[config.mk]
export PLATFORM = sky130hd
export DESIGN_NAME = qspi_host
export DESIGN_NICKNAME = d
export VERILOG_FILES = /design/src/rtl/qspi_pkg.sv /design/src/rtl/qspi_frame_mux.sv /design/src/rtl/qspi_host.sv
export SDC_FILE = /design/constraint.sdc
export NUM_CORES = 1
export LEC_CHECK = 0
export ABC_CLOCK_PERIOD_IN_PS = 2900
export CORE_MARGIN = 10
export CORE_UTILIZATION = 30
export CTS_CLUSTER_DIAMETER = 200
export CTS_CLUSTER_SIZE = 14
export DETAILED_ROUTE_END_ITERATION = 12
export PLACE_DENSITY = 0.49
export SYNTH_ARGS = -nofsm -noshare
export SYNTH_HDL_FRONTEND = slang
export SYNTH_HIERARCHICAL = 1
export SYNTH_SLANG_ARGS = --single-unit
[constraint.sdc]
create_clock -name clk_slow -period 2.9 [get_ports clk_slow]
set_input_delay 0.725 -clock clk_slow [delete_from_list [all_inputs] [get_ports clk_slow]]
set_output_delay 0.725 -clock clk_slow [all_outputs]
set_load 0.03 [all_outputs]
[src/rtl/qspi_pkg.sv]
// Shared definitions for the QSPI host engine and the slave-side controller:
// FSM state encoding, header field positions and op codes.
package qspi_pkg;

  // Default link word width; the engine takes its real width from a parameter.
  localparam int QSPI_DW = 16;

  // Header layout: op bit sits at DW-1, burst length starts at bit 0.
  localparam int HDR_LEN_LSB = 0;

  // Op codes carried in the header op bit.
  localparam logic OP_WR = 1'b1;
  localparam logic OP_RD = 1'b0;

  // Host engine states.
  typedef enum logic [2:0] {
    S_IDLE    = 3'd0,
    S_HDR     = 3'd1,
    S_ADDR_HI = 3'd2,
    S_ADDR_LO = 3'd3,
    S_WDATA   = 3'd4,
    S_RWAIT   = 3'd5,
    S_DONE    = 3'd6
  } qspi_state_t;

endpackage

[src/rtl/qspi_frame_mux.sv]
// Selects the outgoing link word for the current frame position and
// registers it onto mosi together with its one-cycle qualifier.
module qspi_frame_mux
  import qspi_pkg::*;
#(
  parameter int DW = QSPI_DW
) (
  input  logic          clk_slow,
  input  logic          rst_slow,
  input  qspi_state_t   state,
  input  logic          issue,
  input  logic [DW-1:0] hdr_word,
  input  logic [DW-1:0] addr_hi,
  input  logic [DW-1:0] addr_lo,
  input  logic [DW-1:0] wr_data,
  output logic [DW-1:0] mosi,
  output logic          mosi_valid
);

  logic [DW-1:0] word_sel;

  // Pick the word belonging to the frame slot the FSM is currently in.
  always_comb begin
    word_sel = '0;
    case (state)
      S_HDR:     word_sel = hdr_word;
      S_ADDR_HI: word_sel = addr_hi;
      S_ADDR_LO: word_sel = addr_lo;
      S_WDATA:   word_sel = wr_data;
      default:   word_sel = '0;
    endcase
  end

  // Register the word on issue; mosi holds its last value between words.
  always_ff @(posedge clk_slow or posedge rst_slow) begin
    if (rst_slow) begin
      mosi       <= '0;
      mosi_valid <= 1'b0;
    end else begin
      mosi_valid <= issue;
      if (issue) begin
        mosi <= word_sel;
      end
    end
  end

endmodule

[src/rtl/qspi_host.sv]
// Host-side QSPI word transaction engine. Frames one read or write request
// into header / address / data link words and collects returned read words.
//
// state     | meaning
// ----------+--------------------------------------------------------------
// S_IDLE    | ready for a request; latches op, address and length on accept
// S_HDR     | issue header word {op, 0.., len}
// S_ADDR_HI | issue upper address word (zero-extended)
// S_ADDR_LO | issue lower address word
// S_WDATA   | pass len+1 payload words from wr_data to the link
// S_RWAIT   | collect len+1 miso words, abort on read timeout
// S_DONE    | pulse done, return to idle
module qspi_host
  import qspi_pkg::*;
#(
  parameter int DW      = QSPI_DW,
  parameter int CTRL_AW = 22,
  parameter int LEN_W   = 9,
  parameter int TO_W    = 12
) (
  input  logic               clk_slow,
  input  logic               rst_slow,
  input  logic               req_valid,
  output logic               req_ready,
  input  logic               req_write,
  input  logic [CTRL_AW-1:0] req_addr,
  input  logic [LEN_W-1:0]   req_len,
  input  logic [DW-1:0]      wr_data,
  input  logic               wr_valid,
  output logic               wr_ready,
  output logic [DW-1:0]      rd_data,
  output logic               rd_valid,
  output logic               done,
  output logic               timeout,
  output logic [DW-1:0]      mosi,
  output logic               mosi_valid,
  input  logic               link_full,
  input  logic [DW-1:0]      miso,
  input  logic               miso_valid
);

  // Timeout fires on the cycle the counter would reach all-ones.
  localparam logic [TO_W-1:0] TO_LAST = {{(TO_W-1){1'b1}}, 1'b0};

  qspi_state_t        state;
  logic               op_q;
  logic [CTRL_AW-1:0] addr_q;
  logic [LEN_W-1:0]   len_q;
  logic [LEN_W-1:0]   cnt;
  logic [TO_W-1:0]    tcnt;

  logic               issue;
  logic               frame_slot;
  logic [DW-1:0]      hdr_word;
  logic [DW-1:0]      addr_hi;
  logic [DW-1:0]      addr_lo;

  assign req_ready  = (state == S_IDLE);
  assign wr_ready   = (state == S_WDATA) && !link_full;
  assign frame_slot = (state == S_HDR) || (state == S_ADDR_HI) || (state == S_ADDR_LO);

  // link_full only gates whether a word goes out this cycle.
  assign issue = !link_full && (frame_slot || ((state == S_WDATA) && wr_valid));

  // Build the header and address words from the latched request.
  always_comb begin
    hdr_word                          = '0;
    hdr_word[DW-1]                    = op_q;
    hdr_word[HDR_LEN_LSB +: LEN_W]    = len_q;
  end

  assign addr_hi = DW'(addr_q >> DW);
  assign addr_lo = addr_q[DW-1:0];

  // Transaction sequencing, word counting, read capture and timeout.
  always_ff @(posedge clk_slow or posedge rst_slow) begin
    if (rst_slow) begin
      state    <= S_IDLE;
      op_q     <= OP_RD;
      addr_q   <= '0;
      len_q    <= '0;
      cnt      <= '0;
      tcnt     <= '0;
      rd_data  <= '0;
      rd_valid <= 1'b0;
      done     <= 1'b0;
      timeout  <= 1'b0;
    end else begin
      rd_valid <= 1'b0;
      done     <= 1'b0;
      timeout  <= 1'b0;
      case (state)
        S_IDLE: begin
          if (req_valid) begin
            op_q   <= req_write ? OP_WR : OP_RD;
            addr_q <= req_addr;
            len_q  <= req_len;
            cnt    <= '0;
            tcnt   <= '0;
            state  <= S_HDR;
          end
        end
        S_HDR: begin
          if (!link_full) state <= S_ADDR_HI;
        end
        S_ADDR_HI: begin
          if (!link_full) state <= S_ADDR_LO;
        end
        S_ADDR_LO: begin
          if (!link_full) state <= (op_q == OP_RD) ? S_RWAIT : S_WDATA;
        end
        S_WDATA: begin
          // Compare before incrementing so len = all-ones never wraps early.
          if (wr_valid && !link_full) begin
            if (cnt == len_q) state <= S_DONE;
            else              cnt   <= cnt + 1'b1;
          end
        end
        S_RWAIT: begin
          if (miso_valid) begin
            rd_data  <= miso;
            rd_valid <= 1'b1;
            tcnt     <= '0;
            if (cnt == len_q) state <= S_DONE;
            else              cnt   <= cnt + 1'b1;
          end else if (tcnt == TO_LAST) begin
            timeout <= 1'b1;
            cnt     <= '0;
            tcnt    <= '0;
            state   <= S_IDLE;
          end else begin
            tcnt <= tcnt + 1'b1;
          end
        end
        S_DONE: begin
          done  <= 1'b1;
          state <= S_IDLE;
        end
        default: state <= S_IDLE;
      endcase
    end
  end

  qspi_frame_mux #(.DW(DW)) u_frame_mux (
    .clk_slow   (clk_slow),
    .rst_slow   (rst_slow),
    .state      (state),
    .issue      (issue),
    .hdr_word   (hdr_word),
    .addr_hi    (addr_hi),
    .addr_lo    (addr_lo),
    .wr_data    (wr_data),
    .mosi       (mosi),
    .mosi_valid (mosi_valid)
  );

endmodule

==> impl_results.md <==
* # setup viols final at 0
* Area Overhead vs Synth at 36.16%
* Yosys warnings at 6
* GRT Residual Overflow at 0
* Antenna diode count at 0
* Clock buffer depth at 2
* Initial antenna violation count at 0
* Placement Cell Area at 6083 um^2
* Detailed Route WL at roughly 13,000 um
* Crit path kind: primary input to output pin
* Highest Clock Rate at 385.0 MHz
* Worst Path Arrival at ~1900 ps
* Yosys reg bits at 92
* Cts hold-fix bufs at 0
* Clock sinks at 92
* Asr flop ratio synth at 100.0%
* Final Max Slew Viols at 0
* DRC at 0
* Yosys cell types at 58
* Synth Area in XOR/XNOR at 1.871%
* Post-CTS setup buffer count at 0
* Cell area after layout at 6375 um^2
* Mapped Cells at 476
* Vias in the first global route at about 4,000
* Vias at 3,846
* Nets at 673
* PostCTS Resize Cnt at 0
* Post-detail-place hpwl at roughly 9400 um
* Seq/Total Area, Yosys at slightly below 50%
* CTS tree: built
* Synth Area in Simple Gates at 18.07%
* Pin count of the biggest net entering global routing at 76
* Core ar. at 15,260 um^2
* EDFF count, synth at 0
* Vias/cell at 4.725
* Reg2reg setup slack at 550 ps
* DR iter-0 viols at 141
* Starting density of the core at 30.68%
* Largest family of logic cells by synthesized area: compound AO/OA/AOI/OAI gates
* I/O pins at 108
* Reg clk slew, reported paths at 60 ps
* Final min period at around 2600 ps
* Cell Pwr Density at slightly above 900 nW/um^2
* Setup Slack @ Placement at -3.425 ps
* DIE HEIGHT at roughly 140 um
* Die Area at 21,000 um^2
* Root buffer cell: clkbuf_16
* Max_slew headroom at between 30 and 40%
* Mapped Area at 4682 um^2
* First-pass GRT wire length at roughly 21,000 um
* Number of fillers in the final layout at between 1,500 and 2,000
* CP Launch Type: primary input
* Max-Cap Viols at 0
* Most frequent cells in the layout: 111 x nand2_1, 106 x clkdlybuf4s50_1, 92 x dfrtp_1
* Peak supply drop at 0.3694 mV
* Critical path required time at 2170 ps
* Worst Skew at 5.222 ps
* Proportion of layout cells with a drive suffix above 1 at 13.27%
* Worst-Margin Slew at around 940 ps
* CP endpoint kind: output pin
* Drt pass-1 iters at 4
* Final period util at around nine tenths
* Worst-path maximum fanout at 8
* IO buf count at 107
* ANT nets after route at 0
* H-tree depth at 3
* Clk_lat worst skew at 340 ps
* Min-delay worst type: flip-flop to flip-flop
* Routed wire per std cell at 15.99 um
* Die width at 144.9 um
* Leading cell type in the layout, fill and taps excluded: nand2_1
* Tot GR Track Use at between 10% and 20%
* Outcome: finished, final reports clean
* Post-synthesis adder-cell area fraction at 0.8017%
* PnR worst setup slack at a little over 300 ps
* RSZ-0062 raised after global routing: false
* Compound-Gate Fraction of Synth Area at approximately a fifth
* Mean Syn Cell Area at a little under 10 um^2
* Pleak at 2.696 nW
* Hold Vio Cnt, Final at 0
* Num CTS Buffers at 9
* Post-synthesis mux area share at 4.757%
* Main synth FF type: dfrtp_1
* Final weighted congestion in routability-driven placement at between 0.7 and 0.8
* Cell Rows at 45
==> metal layers <==
| metal | global-route usage, % | routed length, um |
|---|---|---|
| met5 | 0 | 0 |
| met3 | 3.260 | 740 |
| met1 | 15.90 | 6211 |
| met4 | 4.341 | 175 |
| met2 | 19.40 | 5891 |
==> sequential cells by signal, summed over array words and instances, names as in the netlist <==
register / flops
addr_q: 22
cnt: 9
done: 1
len_q: 9
op_q: 1
rd_data: 16
rd_valid: 1
state: 3
tcnt: 12
timeout: 1
u_frame_mux/mosi: 16
u_frame_mux/mosi_valid: 1
==> synthesized netlist by cell type (all sizes together) (5+ instances only) <==
master / instances / share of area, %
nand2: 111 / 8.9
dfrtp: 92 / 49
a22oi: 32 / 6.2
inv: 25 / 2.0
o21ai: 25 / 2.8
mux2: 18 / 4.3
o22ai: 18 / 3.7
o21a: 16 / 2.6
clkbuf: 15 / 1.2
buf: 12 / 2.1
nor2: 11 / 0.94
a21oi: 8 / 0.86
nand3: 8 / 0.86
nand4: 8 / 1.2
a21boi: 7 / 1.1
o31ai: 7 / 1.1
xnor2: 7 / 1.3
nand2b: 5 / 0.67
nor2b: 5 / 0.67
or3: 5 / 0.77
==> cells by family (layout without fill, tap and decap cells) <==
| logic type | Yosys count | count (layout) |
|---|---|---|
| adders and majority gates | 3 | 3 |
| muxes | 20 | 20 |
| AOI/OAI and AO/OA | 122 | 122 |
| xor gates and xnor gates | 10 | 10 |
| other | 1 | 16 |
| DFF | 92 | 92 |
| and+or+nand+nor | 176 | 176 |
| buffers and inverters | 52 | 164 |
==> worst max-delay path: stages <==
cell and delay (ps):
clkdlybuf4s50_1 560, nor4b_1 310, buf_4 170, buf_12 110
==> power by group <==
part           leakage [nW]  switching (mW)  internal [mW]
combinational          1.36            1.57           1.18
sequential             1.19           0.305           1.72
clock                 0.145           0.475          0.705
total                  2.70            2.35           3.61
==> cell type report <==
type	count	area (um^2)	share of cell area [%]
clock buffer	12	256.5	4.024
tap	211	264.0	4.141
timing repair buffer	125	1229	19.27
inverter	25	95.09	1.492
clock inverter	2	35.03	0.5496
sequential	92	2302	36.11
multi-input combinational	347	2193	34.41
==> stage by stage <==
step	power [mW]	util (%)	instances	TNS [ps]	hold slack [ps]
CTS	6.047	41.78	814	0	480.3
detailed placement	4.831	39.87	800	-3.425	465.3
floorplan	3.878	-	491	0	445.9
global route	6.392	41.78	814	0	508.6
finish	5.959	41.78	814	0	478.4
global placement	4.787	39.87	800	0	459.4
==> final timing paths <==
| check | startpoint | end | cells after the start |
|---|---|---|---|
| max | link_full | wr_ready | 4 |
| min | tcnt[10]$_DFFE_PP0P_ | tcnt[10]$_DFFE_PP0P_ | 1 |
| max reg2reg | state[2]$_DFFE_PP0P_ | cnt[4]$_DFFE_PP0P_ | 6 |
| min reg2reg | tcnt[10]$_DFFE_PP0P_ | tcnt[10]$_DFFE_PP0P_ | 1 |
| max in group asynchronous | rst_slow | u_frame_mux/mosi[4]$_DFFE_PP0P_ | 2 |
| min in group asynchronous | rst_slow | addr_q[15]$_DFFE_PP0P_ | 3 |
Note: power is estimated with default switching activity, not from simulation.
